$ cat src/rtl/arbitro_escritura_memoria_pkg.sv
// Shared constants and helpers for the register-bank write arbiter.
// Optional feature macro used by this slice: ARB_STATS_EN (per-requester grant counters).
package arbitro_pkg;

    localparam int DATA_W = 16;
    localparam int ADDR_W = 4;
    localparam int NREG   = 16;

    // Wrap is an explicit compare so non-power-of-two requester counts work.
    function automatic logic [2:0] rr_next(input logic [2:0] ptr, input int nreq);
        if (int'(ptr) >= nreq - 1) begin
            return 3'd0;
        end
        return ptr + 3'd1;
    endfunction

endpackage

$ cat src/rtl/arbitro_escritura_memoria_if.sv
// Request/bank-write bundle between the requesters (master) and the arbiter (slave).
// With ARB_STATS_EN defined it also carries stats_clr and the flattened grant_cnt.
interface arbitro_escritura_memoria_if
    import arbitro_pkg::*;
#(
    parameter int NREQ = 4,
    parameter int N    = DATA_W,
    parameter int AW   = ADDR_W
) ();

    logic                 arb_en;
    logic [NREQ-1:0]      req_valid;
    logic [NREQ*AW-1:0]   req_addr;
    logic [NREQ*N-1:0]    req_data;
    logic [NREQ-1:0]      req_ack;
    logic                 mem_w;
    logic [AW-1:0]        mem_sel;
    logic [N-1:0]         mem_s;
    logic [2:0]           grant_id;
    logic                 busy;

`ifdef ARB_STATS_EN
    logic                 stats_clr;
    logic [NREQ*16-1:0]   grant_cnt;

    modport master (
        output arb_en, req_valid, req_addr, req_data, stats_clr,
        input  req_ack, mem_w, mem_sel, mem_s, grant_id, busy, grant_cnt
    );

    modport slave (
        input  arb_en, req_valid, req_addr, req_data, stats_clr,
        output req_ack, mem_w, mem_sel, mem_s, grant_id, busy, grant_cnt
    );
`else
    modport master (
        output arb_en, req_valid, req_addr, req_data,
        input  req_ack, mem_w, mem_sel, mem_s, grant_id, busy
    );

    modport slave (
        input  arb_en, req_valid, req_addr, req_data,
        output req_ack, mem_w, mem_sel, mem_s, grant_id, busy
    );
`endif

endinterface

$ cat src/rtl/arbitro_escritura_memoria_rr_picker.sv
// Combinational round-robin search: first eligible requester at or after ptr, wrapping.
module rr_picker #(
    parameter int NREQ = 4
) (
    input  logic [NREQ-1:0] elig,
    input  logic [2:0]      ptr,
    output logic            found,
    output logic [2:0]      winner
);

    logic [3:0]      idx;
    logic [NREQ-1:0] shifted;

    // Scan NREQ positions starting from ptr; the first hit wins.
    always_comb begin
        found   = 1'b0;
        winner  = 3'd0;
        idx     = 4'd0;
        shifted = '0;
        for (int i = 0; i < NREQ; i++) begin
            idx = {1'b0, ptr} + 4'(i);
            if (idx >= 4'(NREQ)) begin
                idx = idx - 4'(NREQ);
            end
            shifted = elig >> idx;
            if (!found && shifted[0]) begin
                found  = 1'b1;
                winner = idx[2:0];
            end
        end
    end

endmodule

$ cat src/rtl/arbitro_escritura_memoria.sv
// Round-robin arbiter for the single write port of the 16x16 register bank.
// Define ARB_STATS_EN to add saturating per-requester grant counters with stats_clr.
module arbitro_escritura_memoria
    import arbitro_pkg::*;
#(
    parameter int NREQ = 4,
    parameter int N    = DATA_W,
    parameter int AW   = $clog2(NREG)
) (
    input  logic                        clk,
    input  logic                        rst,
    arbitro_escritura_memoria_if.slave  bus
);

    logic [NREQ-1:0] elig;
    logic            found;
    logic [2:0]      winner;
    logic [2:0]      ptr;
    logic            grant;

    // A requester still holding valid during its ack cycle must not win twice.
    assign elig     = bus.req_valid & ~bus.req_ack;
    assign bus.busy = |elig;
    assign grant    = bus.arb_en & found;

    rr_picker #(.NREQ(NREQ)) u_picker (
        .elig   (elig),
        .ptr    (ptr),
        .found  (found),
        .winner (winner)
    );

    always_ff @(posedge clk or posedge rst) begin
        if (rst) begin
            bus.mem_w    <= 1'b0;
            bus.mem_sel  <= '0;
            bus.mem_s    <= '0;
            bus.req_ack  <= '0;
            bus.grant_id <= 3'd0;
            ptr          <= 3'd0;
        end else if (grant) begin
            bus.mem_w    <= 1'b1;
            bus.mem_sel  <= bus.req_addr[winner*AW +: AW];
            bus.mem_s    <= bus.req_data[winner*N +: N];
            bus.req_ack  <= NREQ'(1) << winner;
            bus.grant_id <= winner;
            ptr          <= rr_next(winner, NREQ);
        end else begin
            bus.mem_w    <= 1'b0;
            bus.req_ack  <= '0;
        end
    end

`ifdef ARB_STATS_EN
    logic [15:0] cnt [NREQ];

    // Counters advance at the end of each ack pulse; a clear in that cycle wins.
    always_ff @(posedge clk or posedge rst) begin
        if (rst) begin
            for (int i = 0; i < NREQ; i++) cnt[i] <= 16'h0000;
        end else if (bus.stats_clr) begin
            for (int i = 0; i < NREQ; i++) cnt[i] <= 16'h0000;
        end else begin
            for (int i = 0; i < NREQ; i++) begin
                if (bus.req_ack[i] && cnt[i] != 16'hFFFF) begin
                    cnt[i] <= cnt[i] + 16'h0001;
                end
            end
        end
    end

    always_comb begin
        bus.grant_cnt = '0;
        for (int i = 0; i < NREQ; i++) begin
            bus.grant_cnt[i*16 +: 16] = cnt[i];
        end
    end
`endif

endmodule

$ cat src/flat_wrapper.sv
// flat-port wrapper written by rule: the top's interface ports become plain ports
module arbitro_escritura_memoria_flat import arbitro_pkg::*;
#(
    parameter int NREQ = 4,
    parameter int N    = DATA_W,
    parameter int AW   = $clog2(NREG)
)
  (clk, rst, bus_arb_en, bus_req_valid, bus_req_addr, bus_req_data, bus_req_ack, bus_mem_w, bus_mem_sel, bus_mem_s, bus_grant_id, bus_busy);
  arbitro_escritura_memoria_if #(.NREQ(NREQ), .N(N), .AW(AW)) bus_i ();
  input  logic clk;
  input  logic rst;
  input wire logic [$bits(bus_i.arb_en)-1:0] bus_arb_en;
  input wire logic [$bits(bus_i.req_valid)-1:0] bus_req_valid;
  input wire logic [$bits(bus_i.req_addr)-1:0] bus_req_addr;
  input wire logic [$bits(bus_i.req_data)-1:0] bus_req_data;
  output wire logic [$bits(bus_i.req_ack)-1:0] bus_req_ack;
  output wire logic [$bits(bus_i.mem_w)-1:0] bus_mem_w;
  output wire logic [$bits(bus_i.mem_sel)-1:0] bus_mem_sel;
  output wire logic [$bits(bus_i.mem_s)-1:0] bus_mem_s;
  output wire logic [$bits(bus_i.grant_id)-1:0] bus_grant_id;
  output wire logic [$bits(bus_i.busy)-1:0] bus_busy;
  assign bus_i.arb_en = bus_arb_en;
  assign bus_i.req_valid = bus_req_valid;
  assign bus_i.req_addr = bus_req_addr;
  assign bus_i.req_data = bus_req_data;
  assign bus_req_ack = bus_i.req_ack;
  assign bus_mem_w = bus_i.mem_w;
  assign bus_mem_sel = bus_i.mem_sel;
  assign bus_mem_s = bus_i.mem_s;
  assign bus_grant_id = bus_i.grant_id;
  assign bus_busy = bus_i.busy;
  arbitro_escritura_memoria #(.NREQ(NREQ), .N(N), .AW(AW)) u_core (.clk(clk), .rst(rst), .bus(bus_i));
endmodule
$ cat config.mk
export PLATFORM = sky130hd
export DESIGN_NAME = arbitro_escritura_memoria_flat
export DESIGN_NICKNAME = d
export VERILOG_FILES = /design/src/rtl/arbitro_escritura_memoria_pkg.sv /design/src/rtl/arbitro_escritura_memoria_if.sv /design/src/rtl/arbitro_escritura_memoria_rr_picker.sv /design/src/rtl/arbitro_escritura_memoria.sv /design/src/flat_wrapper.sv
export SDC_FILE = /design/constraint.sdc
export NUM_CORES = 1
export LEC_CHECK = 0
export ABC_AREA = 1
export BUFFER_PORTS_ARGS = -buffer_cell sky130_fd_sc_hd__buf_4
export CORE_MARGIN = 2
export CORE_UTILIZATION = 53
export CTS_BUF_LIST = sky130_fd_sc_hd__clkbuf_8
export CTS_CLUSTER_SIZE = 24
export DETAILED_ROUTE_END_ITERATION = 10
export PLACE_DENSITY = 0.93
export SLEW_MARGIN = 20
export SYNTH_ARGS = -nofsm -noshare
export SYNTH_HDL_FRONTEND = slang
export SYNTH_SLANG_ARGS = --single-unit
$ cat constraint.sdc
create_clock -name clk -period 6.8 [get_ports clk]
set_input_delay 1.36 -clock clk [delete_from_list [all_inputs] [get_ports clk]]
set_output_delay 1.36 -clock clk [all_outputs]
set_load 0.02 [all_outputs]
==> summary.txt, run 1 <==
Critical path
  – Worst-path maximum fanout: 56
  – Worst Path Arrival: 3.62 ns
  – Crit-path cells: buf_4 -> nand3_1 -> clkinv_1 -> nand2_1 -> nand2_2 -> nand2_4 -> nand3_1 -> nand3_1 -> nand2_2 -> nand2_4 -> inv_4 -> ha_1 -> ha_1 -> o31ai_1
  – Slowest CP cell: nand2_4
  – Top delay family on crit path: simple AND/OR/NAND/NOR gates
  – CP startpoint kind: input pin
  – Critical path required time: 6.99 ns
  – Buf+Inv Stages, Crit Path: 3
  – Peak per-stage delay on the critical path: 0.46 ns
  – Crit. End Element: register
  – Crit Path Category: in -> reg
  – Most frequent CP cell: nand3_1

Logic synthesis
  – Synth top cells by count: 116 x nand2_1, 72 x inv_1, 71 x nand3_1, 31 x dfrtp_1, 11 x nor2_1
  – EDFF count, synth: 0
  – Synth area leaders: dfrtp_1 31%, nand2_1 17%, nand3_1 14%
  – Syn Nets: 475
  – Synth Flop Type: dfrtp_1
  – Synth top area share: 0.307
  – Async S/R FF share, synth: 1.00
  – Register area share after synthesis: 0.307
  – Cells after Synth: 381
  – Synth warn: 0
  – Most numerous cell in the Yosys netlist: nand2_1
  – Synthesized flop and latch total: 31
  – Syn avg cell area: 6.63 µm²
  – Yosys top cell by area: dfrtp_1
  – Mapped Area: 0.00252 mm²
  – Yosys cell types: 31

Power
  – Clock power frac: 0.072
  – Static Leak: 2.05 nW
  – IR drop worst, VDD: 0.390 mV
  – Psw: about 0.0011 W
  – Logic gate share of total power: 0.755
  – Cell Pwr Density: between 500 and 600 mW/mm²
  – Int Power: 0.000889 W
  – Switching Fraction: 0.564
  – Share of power burned in registers: 0.173

Floorplanning
  – Num rows: 25
  – Overall die width: 73.0 µm
  – DIE HEIGHT: about 73 µm
  – Full die area: 0.00533 mm²
  – Number of top-level pins: 116
  – Initial Util: 0.542
  – Core area: 0.00466 mm²

Clock network
  – Post-CTS resize count: 0
  – TritonCTS clock tree: yes
  – Clock Latency Late Sink: 0.28 ns
  – # clock sinks: 31
  – Cts-stage hold buffer count: 0
  – Htree depth: 2
  – Inserted Clock Buffers: 5
  – Post-CTS Setup Bufs: 0
  – CTS Root Cell: clkbuf_8
  – Max Root-Sink Buffers: 2
  – Worst-path clk slew: 0.06 ns

Drt
  – DR vias/cell: a little over 5
  – Vias: around 2700
  – Routed WL: approximately 6.9 mm
  – Routed Antenna Nets: 0
  – # DRC: 0
  – Initial DRC count: 154
  – Routed len/inst: 12.7 µm
  – TritonRoute pass-1 iters: 4

Timing
  – Finish-stage setup viols: 0
  – Least-Margin Pin Slew: 0.531 ns
  – Final Hold Fails: 0
  – Max-slew headroom: 0.646
  – WHS: 0.491 ns
  – Fin. max-slew vios: 0
  – Post-layout min period: 3.42 ns
  – Setup TNS Final: 0 ns
  – Fmax: 0.292 GHz
  – Worst Skew: approximately 0.0033 ns
  – Final Cycle Share: 0.504
  – RSZ-0062 raised after global routing: no

Placement
  – Dpl cells: 536
  – Hpwl dp: 5.32 mm
  – Port bufs: 115
  – GPL Wtd Cong: approximately 0.83

GRT
  – Gr usage total: 0.272
  – Initial antenna violation count: 0
  – Largest net degree at the start of global routing: 57
  – Total congestion overflow: 0
  – Number of global-route vias before repair: 2725
  – First-pass GRT wire length: 11.5 mm

Cells and area
  – Fin cells: about 540
  – Final Util: 0.740
  – Area Growth Syn to Fin: 36.6%
  – ANT cells: 0
  – Layout cells sized above 1: 0.327
  – Final layout net count: 583

Worst hold path
  – HP Class: reg -> reg

Status
  – Status: completed

Run
  – Max_cap viols: 0
-- area by class of cell --
cell class / count / area [µm²]
sequential: 31 / 776
fill: 357 / 1210
tap: 54 / 67.6
clock buffer: 6 / 82.6
timing repair buffer: 116 / 871
multi-input combinational: 254 / 1330
inverter: 81 / 314
clock inverter: 1 / 5.00
-- per-stage QoR --
| stage | worst slack, ns | instance area (µm²) | power (W) |
|---|---|---|---|
| 6_report | 3.38 | 3450 | 0.00204 |
| 5_1_grt | 3.11 | 3450 | 0.00225 |
| 4_1_cts | 3.40 | 3450 | 0.00203 |
| 3_5_place_dp | 3.11 | 3360 | 0.00188 |
| 3_3_place_gp | 3.20 | 3360 | 0.00182 |
| 2_1_floorplan | 3.81 | 2520 | 0.00157 |
-- power by group through the flow --
stage / clock [W] / sequential [W] / combinational (W)
after floorplan: 0 / 0.000421 / 0.00115
after global placement: 0 / 0.000351 / 0.00147
after detailed placement: 0 / 0.000350 / 0.00153
after CTS: 0.000150 / 0.000350 / 0.00153
after global routing: 0.000157 / 0.000363 / 0.00173
final: 0.000148 / 0.000352 / 0.00154
-- path summary, 6_finish.rpt --
kind | from | slack (ns) | to | cells past startpoint
setup / recovery | bus_req_valid[2] | 3.38 | u_core.ptr[2]$_DFFE_PP0P_ | 14
hold / removal | u_core.bus.mem_s[7]$_DFFE_PP0P_ | 0.49 | u_core.bus.mem_s[7]$_DFFE_PP0P_ | 2
setup reg to reg | u_core.ptr[0]$_DFFE_PP0P_ | 3.45 | u_core.ptr[2]$_DFFE_PP0P_ | 15
hold reg to reg | u_core.bus.mem_s[7]$_DFFE_PP0P_ | 0.49 | u_core.bus.mem_s[7]$_DFFE_PP0P_ | 2
max in group asynchronous | rst | 5.34 | u_core.bus.req_ack[2]$_DFF_PP0_ | 3
min in group asynchronous | rst | 1.16 | u_core.bus.mem_w$_DFF_PP0_ | 3
-- logic make-up (layout without fill, tap and decap cells) --
| logic type | Yosys count | in the layout | share of synthesized area |
|---|---|---|---|
| other | 1 | 1 | 0.00149 |
| DFF | 31 | 31 | 0.307 |
| AOI/OAI and AO/OA | 5 | 5 | 0.0144 |
| and+or+nand+nor | 241 | 241 | 0.477 |
| adders and majority gates | 7 | 7 | 0.0347 |
| buffers and inverters | 96 | 204 | 0.165 |
-- worst reg2reg max path, cell delays in order, from the launching register on --
cell and delay [ns]:
dfrtp_1 0.61, inv_4 0.13, ha_1 0.39, inv_1 0.10
nand2_1 0.07, nand2_1 0.05, nand2_2 0.11, nand2_4 0.09
a21boi_2 0.13, nand2_1 0.07, nand2_2 0.20, nand2_4 0.36
inv_4 0.31, ha_1 0.19, ha_1 0.23, o31ai_1 0.21
-- layer usage --
| layer | global-route usage | part of all wire | wire length (µm) | vias up |
|---|---|---|---|---|
| met1 | 0.323 | 0.40 | 2780 | 1207 |
| met2 | 0.470 | 0.50 | 3470 | 138 |
| met4 | 0.107 | 0.019 | 129 | 0 |
| li1 | - | - | - | 1369 |
| met5 | 0 | 0 | 0 | - |
| met3 | 0.0649 | 0.074 | 513 | 17 |
-- sequential cells by signal, summed over array words and instances (netlist names) --
signal,flops
u_core.ptr,3
u_core.bus.grant_id,3
u_core.bus.mem_s,16
u_core.bus.req_ack,4
u_core.bus.mem_sel,4
u_core.bus.mem_w,1
-- layout by cell type (no fill, tap or decap), drive strengths merged --
| cell | count |
|---|---|
| o31ai | 1 |
| nand4 | 8 |
| ha | 7 |
| o21bai | 1 |
| buf | 116 |
| nand2 | 128 |
| clkinv | 2 |
| dfrtp | 31 |
| nand3 | 79 |
| nor2 | 13 |
| or2 | 13 |
| clkbuf | 6 |
| inv | 80 |
| a21boi | 1 |
| o21ai | 2 |
| conb | 1 |
No activity file was read; power rests on OpenSTA's default activity.
==> inputs of run 2 (changes only) <==
--- a/config.mk
+++ b/config.mk
@@ -8,11 +8,11 @@
 export ABC_AREA = 1
 export BUFFER_PORTS_ARGS = -buffer_cell sky130_fd_sc_hd__buf_4
 export CORE_MARGIN = 2
-export CORE_UTILIZATION = 53
+export CORE_UTILIZATION = 44
 export CTS_BUF_LIST = sky130_fd_sc_hd__clkbuf_8
 export CTS_CLUSTER_SIZE = 24
 export DETAILED_ROUTE_END_ITERATION = 10
-export PLACE_DENSITY = 0.93
+export PLACE_DENSITY = 0.83
 export SLEW_MARGIN = 20
 export SYNTH_ARGS = -nofsm -noshare
 export SYNTH_HDL_FRONTEND = slang
==> constraint.sdc (replaced) <==
create_clock -name clk -period 2.8 [get_ports clk]
set_input_delay 0.56 -clock clk [delete_from_list [all_inputs] [get_ports clk]]
set_output_delay 0.56 -clock clk [all_outputs]
set_load 0.02 [all_outputs]
==> run 2 against run 1 <==
Effect of this change: combinational power rose to 2.6 times the previous value; register-to-register slack got worse by 3.2 ns; sequential power increased by 130%; via count increased by 0.73%; power grew to 2.5 times the previous value; sequential share of layout area fell by 0.56 points; critical path type is now reg -> reg; cell count is 4.4% higher.
==> summary.txt, run 2 (same netlist as run 1, synthesis figures left out) <==
Floorplanning
  – Initial Util: 0.456 (-0.0860)
  – Number of top-level pins: 116 (unchanged)
  – DIE HEIGHT: 79.8 µm (+9.2%)
  – Num rows: 27 (+8.0%)
  – Full die area: 0.00636 mm² (+19%)
  – Core area: 0.00554 mm² (+19%)
  – Overall die width: 79.8 µm (+9.2%)

Drt
  – Initial DRC count: 179 (+16%)
  – DR vias/cell: 4.85 (-3.5%)
  – Routed WL: 6.70 mm (-2.7%)
  – # DRC: 0 (unchanged)
  – Vias: 2751 (+0.73%)
  – Routed len/inst: 11.8 µm (-6.9%)
  – Routed Antenna Nets: 0 (unchanged)
  – TritonRoute pass-1 iters: 4 (unchanged)

GRT
  – Largest net degree at the start of global routing: 56 (-1.8%)
  – M1 GR Usage: 0.252 (-0.0717)
  – Grt met2 use: 0.387 (-0.0839)
  – Total congestion overflow: 0 (unchanged)
  – Gr usage total: 0.222 (-0.0499)
  – Initial antenna violation count: 0 (unchanged)
  – M3 GR Usage: 0.0724 (+0.00748)
  – Number of global-route vias before repair: 2584 (-5.2%)
  – First-pass GRT wire length: 11.1 mm (-3.4%)
  – Most Crowded Layer GR: met2

Critical path
  – Worst-path maximum fanout: 9 (-84%)
  – Worst Path Arrival: 2.73 ns (-0.89 ns)
  – Crit Path Category: reg -> reg
  – CP startpoint kind: register
  – Crit. End Element: register
  – Critical path required time: 2.98 ns (-4.01 ns)

Clock network
  – TritonCTS clock tree: yes
  – CTS Root Cell: clkbuf_8
  – Worst-path clk slew: 0.06 ns (about the same)
  – # clock sinks: 31 (unchanged)
  – Clock Latency Late Sink: 0.28 ns (about the same)
  – Inserted Clock Buffers: 5 (unchanged)
  – Max Root-Sink Buffers: 2 (unchanged)
  – Htree depth: 2 (unchanged)

Timing
  – Worst Skew: 0.00189 ns (-0.00138 ns)
  – Fin. max-slew vios: 0 (unchanged)
  – Finish-stage setup viols: 0 (unchanged)
  – Final setup margin: 0.252 ns (-3.12 ns)
  – Setup TNS Final: 0 ns (unchanged)
  – Final Hold Fails: 0 (unchanged)
  – RSZ-0062 raised after global routing: no
  – Final Cycle Share: 0.910
  – Post-layout min period: 2.55 ns
  – WHS: 0.362 ns (-0.129 ns)
  – Fmax: 0.392 GHz

Status
  – Status: completed

Placement
  – Dpl cells: 557 (+3.9%)
  – Hpwl dp: 5.16 mm (-3.1%)
  – Port bufs: 115 (unchanged)
  – Pre-CTS setup slack: 0.0919 ns (-3.01 ns)
  – Dpl cell area: 0.00342 mm² (+1.7%)
  – GPL Wtd Cong: 0.888 (+6.7%)

Cells and area
  – Final layout net count: 588 (+0.86%)
  – Layout cells sized above 1: 0.337 (+0.0102)
  – Largest regs: u_core.bus.mem_s x16, u_core.bus.mem_sel x4, u_core.bus.req_ack x4
  – ANT cells: 0 (unchanged)
  – Fin cells: 567 (+4.4%)
  – Area Growth Syn to Fin: 40.3%
  – Post-route cell area: 0.00354 mm² (+2.7%)
  – Most frequent cells in the layout: 120 x buf_4, 116 x nand2_1, 73 x inv_1
  – # fillers: 506 (+42%)
  – Max FFs per register: 16 (unchanged)
  – Commonest non-fill, non-tap cell in the layout: buf_4
  – Top reg by flops: u_core.bus.mem_s

Run
  – Max_cap viols: 0 (unchanged)

Worst hold path
  – HP Class: in -> async

Power
  – Cell Pwr Density: 1450 mW/mm² (+150%)
  – IR drop worst, VDD: 0.873 mV (+120%)
  – Static Leak: 2.09 nW (+1.8%)
[run 2: changes by cell type in the layout (fill, tap and decap cells not counted), sizes merged]
cell / change
clkinv: -1
buf: +5
clkbuf: +1
inv: +1
[run 2: area by class of cell]
cell class / count / area [µm²] / area share
clock inverter: 1 / 3.75 / 0.00106
multi-input combinational: 254 / 1340 / 0.378
clock buffer: 7 / 96.3 / 0.0272
inverter: 81 / 317 / 0.0894
timing repair buffer: 121 / 921 / 0.260
sequential: 31 / 777 / 0.219
tap: 72 / 90.1 / 0.0254
[run 2: what timing repair did]
item	4_1_cts	5_1_grt
hold buffers	0	0
gates resized for setup	0	3
setup buffers	0	2
setup endpoints to repair	0	13
[run 2: critical path: stages, from the launching register on]
cell and delay (ns):
dfrtp_2 0.44, inv_2 0.12, ha_1 0.29, inv_1 0.11, nand2_1 0.06, nand2_1 0.07, nand2_2 0.09, nand2_4 0.11
nand4_2 0.13, nand3_2 0.13, nand2_8 0.10, inv_6 0.12, ha_1 0.16, ha_1 0.23, o31ai_2 0.28
[run 2: stage by stage]
stage | utilization | power [W]
floorplan | - | 0.00382
global placement | 0.617 | 0.00459
detailed placement | 0.617 | 0.00472
CTS | 0.635 | 0.00511
global route | 0.639 | 0.00569
finish | 0.639 | 0.00515
[run 2: per-layer routing]
metal / vias up / part of all wire
met5: - / 0
met4: 0 / 0.017
met3: 12 / 0.089
met2: 112 / 0.50
met1: 1248 / 0.39
li1: 1379 / -
[run 2: worst paths after layout]
kind | from | to | slack [ns] | cells past startpoint
worst max-delay path | u_core.ptr[1]$_DFFE_PP0P_ | u_core.ptr[2]$_DFFE_PP0P_ | 0.25 | 14
worst min-delay path | rst | u_core.bus.grant_id[2]$_DFFE_PP0P_ | 0.36 | 3
worst max register to register | u_core.ptr[1]$_DFFE_PP0P_ | u_core.ptr[2]$_DFFE_PP0P_ | 0.25 | 14
worst min register to register | u_core.bus.mem_s[7]$_DFFE_PP0P_ | u_core.bus.mem_s[7]$_DFFE_PP0P_ | 0.49 | 2
max in group asynchronous | rst | u_core.ptr[1]$_DFFE_PP0P_ | 2.13 | 3
min in group clk | u_core.bus.mem_s[7]$_DFFE_PP0P_ | u_core.bus.mem_s[7]$_DFFE_PP0P_ | 0.49 | 2
[run 2: report_power, final]
group / internal, W / total (W) / switching, W
combinational: 0.00143 / 0.00394 / 0.00250
clock: 0.000220 / 0.000385 / 0.000165
sequential: 0.000686 / 0.000823 / 0.000137
==> inputs of run 3 (changes only) <==
--- a/config.mk
+++ b/config.mk
@@ -8,11 +8,11 @@
 export ABC_AREA = 1
 export BUFFER_PORTS_ARGS = -buffer_cell sky130_fd_sc_hd__buf_4
 export CORE_MARGIN = 2
-export CORE_UTILIZATION = 44
+export CORE_UTILIZATION = 49
 export CTS_BUF_LIST = sky130_fd_sc_hd__clkbuf_8
 export CTS_CLUSTER_SIZE = 24
 export DETAILED_ROUTE_END_ITERATION = 10
-export PLACE_DENSITY = 0.83
+export PLACE_DENSITY = 0.87
 export SLEW_MARGIN = 20
 export SYNTH_ARGS = -nofsm -noshare
 export SYNTH_HDL_FRONTEND = slang
==> constraint.sdc (replaced) <==
create_clock -name clk -period 2.7 [get_ports clk]
set_input_delay 0.54 -clock clk [delete_from_list [all_inputs] [get_ports clk]]
set_output_delay 0.54 -clock clk [all_outputs]
set_load 0.02 [all_outputs]
==> run 3 against run 2 <==
Effect of this change: worst setup slack worse by 0.055 ns; highest routed layer unchanged; global-route usage is 2.7 points higher; sequential power is 4.1% higher; maximum frequency is 1.8% higher; first-iteration DRC count is 13% lower; largest cell class unchanged.
==> summary.txt, run 3 (same netlist as run 1, synthesis figures left out) <==
Power
  – IR drop worst, VDD: 0.795 mV (-8.9%)
  – Cell Pwr Density: 1520 mW/mm² (+4.5%)
  – Static Leak: 2.08 nW (-0.21%)
  – Total design power: 0.00537 W (+4.4%)

Worst hold path
  – HP Class: in -> async

Drt
  – Met1 wire length: 2.84 mm (+8.1%)
  – TritonRoute pass-1 iters: 4 (unchanged)
  – DR vias/cell: 4.79 (-1.3%)
  – # DRC: 0 (unchanged)
  – Max Used Layer: met4
  – Met2 routed WL: 3.39 mm (+0.65%)
  – Routed Antenna Nets: 0 (unchanged)
  – Routed len/inst: 12.1 µm (+2.8%)
  – Routed WL: 6.86 mm (+2.4%)
  – Initial DRC count: 155 (-13%)
  – Vias: 2705 (-1.7%)
  – Met3 Wirelength: 538 µm (-9.6%)

Status
  – Status: completed

Timing
  – Fmax: 0.399 GHz (+1.8%)
  – RSZ-0062 raised after global routing: no
  – Final Hold Fails: 0 (unchanged)
  – WHS: 0.338 ns (-0.0236 ns)
  – Final Cycle Share: 0.927 (+0.0171)
  – Worst Skew: 0.00964 ns (+0.00775 ns)
  – Post-layout min period: 2.50 ns (-0.0448 ns)
  – Fin. max-slew vios: 0 (unchanged)
  – Setup TNS Final: 0 ns (unchanged)
  – Finish-stage setup viols: 0 (unchanged)

GRT
  – Number of global-route vias before repair: 2610 (+1.0%)
  – Total congestion overflow: 0 (unchanged)
  – Initial antenna violation count: 0 (unchanged)
  – First-pass GRT wire length: 11.2 mm (+0.31%)
  – Largest net degree at the start of global routing: 39 (-30%)
  – Gr usage total: 0.249 (+0.0271)

Placement
  – Dpl cells: 557 (unchanged)
  – Port bufs: 115 (unchanged)
  – GPL Wtd Cong: 0.969 (+9.1%)
  – Hpwl dp: 5.29 mm (+2.6%)

Cells and area
  – Area occupied by multi-input gates: 0.00134 mm² (+0.28%)
  – Area Growth Syn to Fin: 40.1%
  – Max FFs per register: 16 (unchanged)
  – # fillers: 413 (-18%)
  – Register Area: 777 µm² (unchanged)
  – Most frequent cells in the layout: 121 x buf_4, 116 x nand2_1, 72 x inv_1
  – Top reg by flops: u_core.bus.mem_s
  – Fin cells: 565 (-0.35%)
  – ANT cells: 0 (unchanged)
  – Final Util: 0.702 (+0.0624)
  – Largest regs: u_core.bus.mem_s x16, u_core.bus.mem_sel x4, u_core.bus.req_ack x4
  – Commonest non-fill, non-tap cell in the layout: buf_4
  – Layout cells sized above 1: 0.337 (unchanged)
  – Final layout net count: 589 (+0.17%)

Floorplanning
  – Number of top-level pins: 116 (unchanged)
  – DIE HEIGHT: 75.8 µm (-5.0%)
  – Initial Util: 0.501 (+0.0450)
  – Core area: 0.00504 mm² (-9.0%)
  – Full die area: 0.00574 mm² (-9.7%)
  – Num rows: 26 (-3.7%)
  – Overall die width: 75.8 µm (-5.0%)

Critical path
  – Worst-path maximum fanout: 9 (unchanged)
  – Worst R2R Setup Slack: 0.20 ns (-0.06 ns)
  – Worst Path Arrival: 2.69 ns (-0.04 ns)
  – Reg-to-reg endpoint: u_core.ptr[2]$_DFFE_PP0P_
  – Reg2Reg Depth: 15 (+1)
  – Crit-path cells: inv_4 -> ha_1 -> inv_1 -> nand2_1 -> nand2_1 -> nand2_2 -> nand2_4 -> nand4_2 -> inv_2 -> nand2_2 -> nand2_8 -> inv_6 -> ha_1 -> ha_1 -> o31ai_1
  – Peak per-stage delay on the critical path: 0.46 ns (+0.02 ns)
  – Crit. End Element: register
  – FF-to-FF Start: u_core.ptr[1]$_DFFE_PP0P_
  – Slowest CP cell: dfrtp_2
  – CP startpoint kind: register
  – Crit Path Category: reg -> reg
  – Critical path required time: 2.88 ns (-0.10 ns)
  – Most frequent CP cell: ha_1

Clock network
  – TritonCTS clock tree: yes
  – Htree depth: 2 (unchanged)
  – # clock sinks: 31 (unchanged)
  – Clock Latency Late Sink: 0.28 ns (about the same)
  – Inserted Clock Buffers: 5 (unchanged)
  – Worst-path clk slew: 0.07 ns (about the same)
  – CTS Root Cell: clkbuf_8
  – Max Root-Sink Buffers: 2 (unchanged)

Run
  – Max_cap viols: 0 (unchanged)
run 3: what timing repair did:
action	4_1_cts	5_1_grt
buffers inserted	0	1
resized for setup	0	3
hold buffers	0	0
endpoints found under the setup margin	0	22
run 3: how the worst max path moves through the flow:
| stage | startpoint | end | slack, ns | depth (start not counted) |
|---|---|---|---|---|
| 6_report | u_core.ptr[1]$_DFFE_PP0P_ | u_core.ptr[2]$_DFFE_PP0P_ | 0.20 | 15 |
| 5_1_grt | u_core.ptr[1]$_DFFE_PP0P_ | u_core.ptr[1]$_DFFE_PP0P_ | 0.02 | 17 |
| 4_1_cts | u_core.ptr[1]$_DFFE_PP0P_ | u_core.ptr[2]$_DFFE_PP0P_ | 0.02 | 13 |
| 3_5_place_dp | u_core.ptr[1]$_DFFE_PP0P_ | u_core.ptr[2]$_DFFE_PP0P_ | 0.03 | 13 |
| 3_3_place_gp | u_core.ptr[1]$_DFFE_PP0P_ | u_core.ptr[2]$_DFFE_PP0P_ | 0.20 | 13 |
| 2_1_floorplan | u_core.ptr[1]$_DFFE_PP0P_ | u_core.ptr[2]$_DFFE_PP0P_ | 0.25 | 16 |
run 3: per-layer routing:
layer / vias to the layer above / global-route usage
met2: 110 / 0.418
met3: 8 / 0.0503
li1: 1380 / -
met1: 1207 / 0.317
met4: 0 / 0.0936
met5: - / 0
run 3: report_power, final:
part	switching, W	leakage [nW]	internal (W)
logic	0.00261	1.65	0.00153
clock network	0.000173	0.0470	0.000200
registers	0.000146	0.383	0.000711
total	0.00293	2.08	0.00244
run 3: layout make-up:
cell class              instances  area share
repair buffers                122       0.262
well taps                      70      0.0248
multi-input cells             254       0.379
clock inverters                 1     0.00141
clock buffers                   6      0.0233
inverters                      81      0.0895
flip-flops and latches         31       0.220
run 3: worst max-delay path, delay by kind of cell, from the launching register on:
family,cells,cell delay (ns)
fa+ha+maj,3,0.70
compound gates,1,0.24
flops,1,0.46
simple gates,7,0.68
buf+inv,4,0.32
run 3: stage by stage:
stage,setup slack (ns),area [µm²]
2_1_floorplan,0.248,2520
3_3_place_gp,0.203,3430
3_5_place_dp,0.0340,3430
4_1_cts,0.0163,3520
5_1_grt,0.0194,3540
6_report,0.197,3540
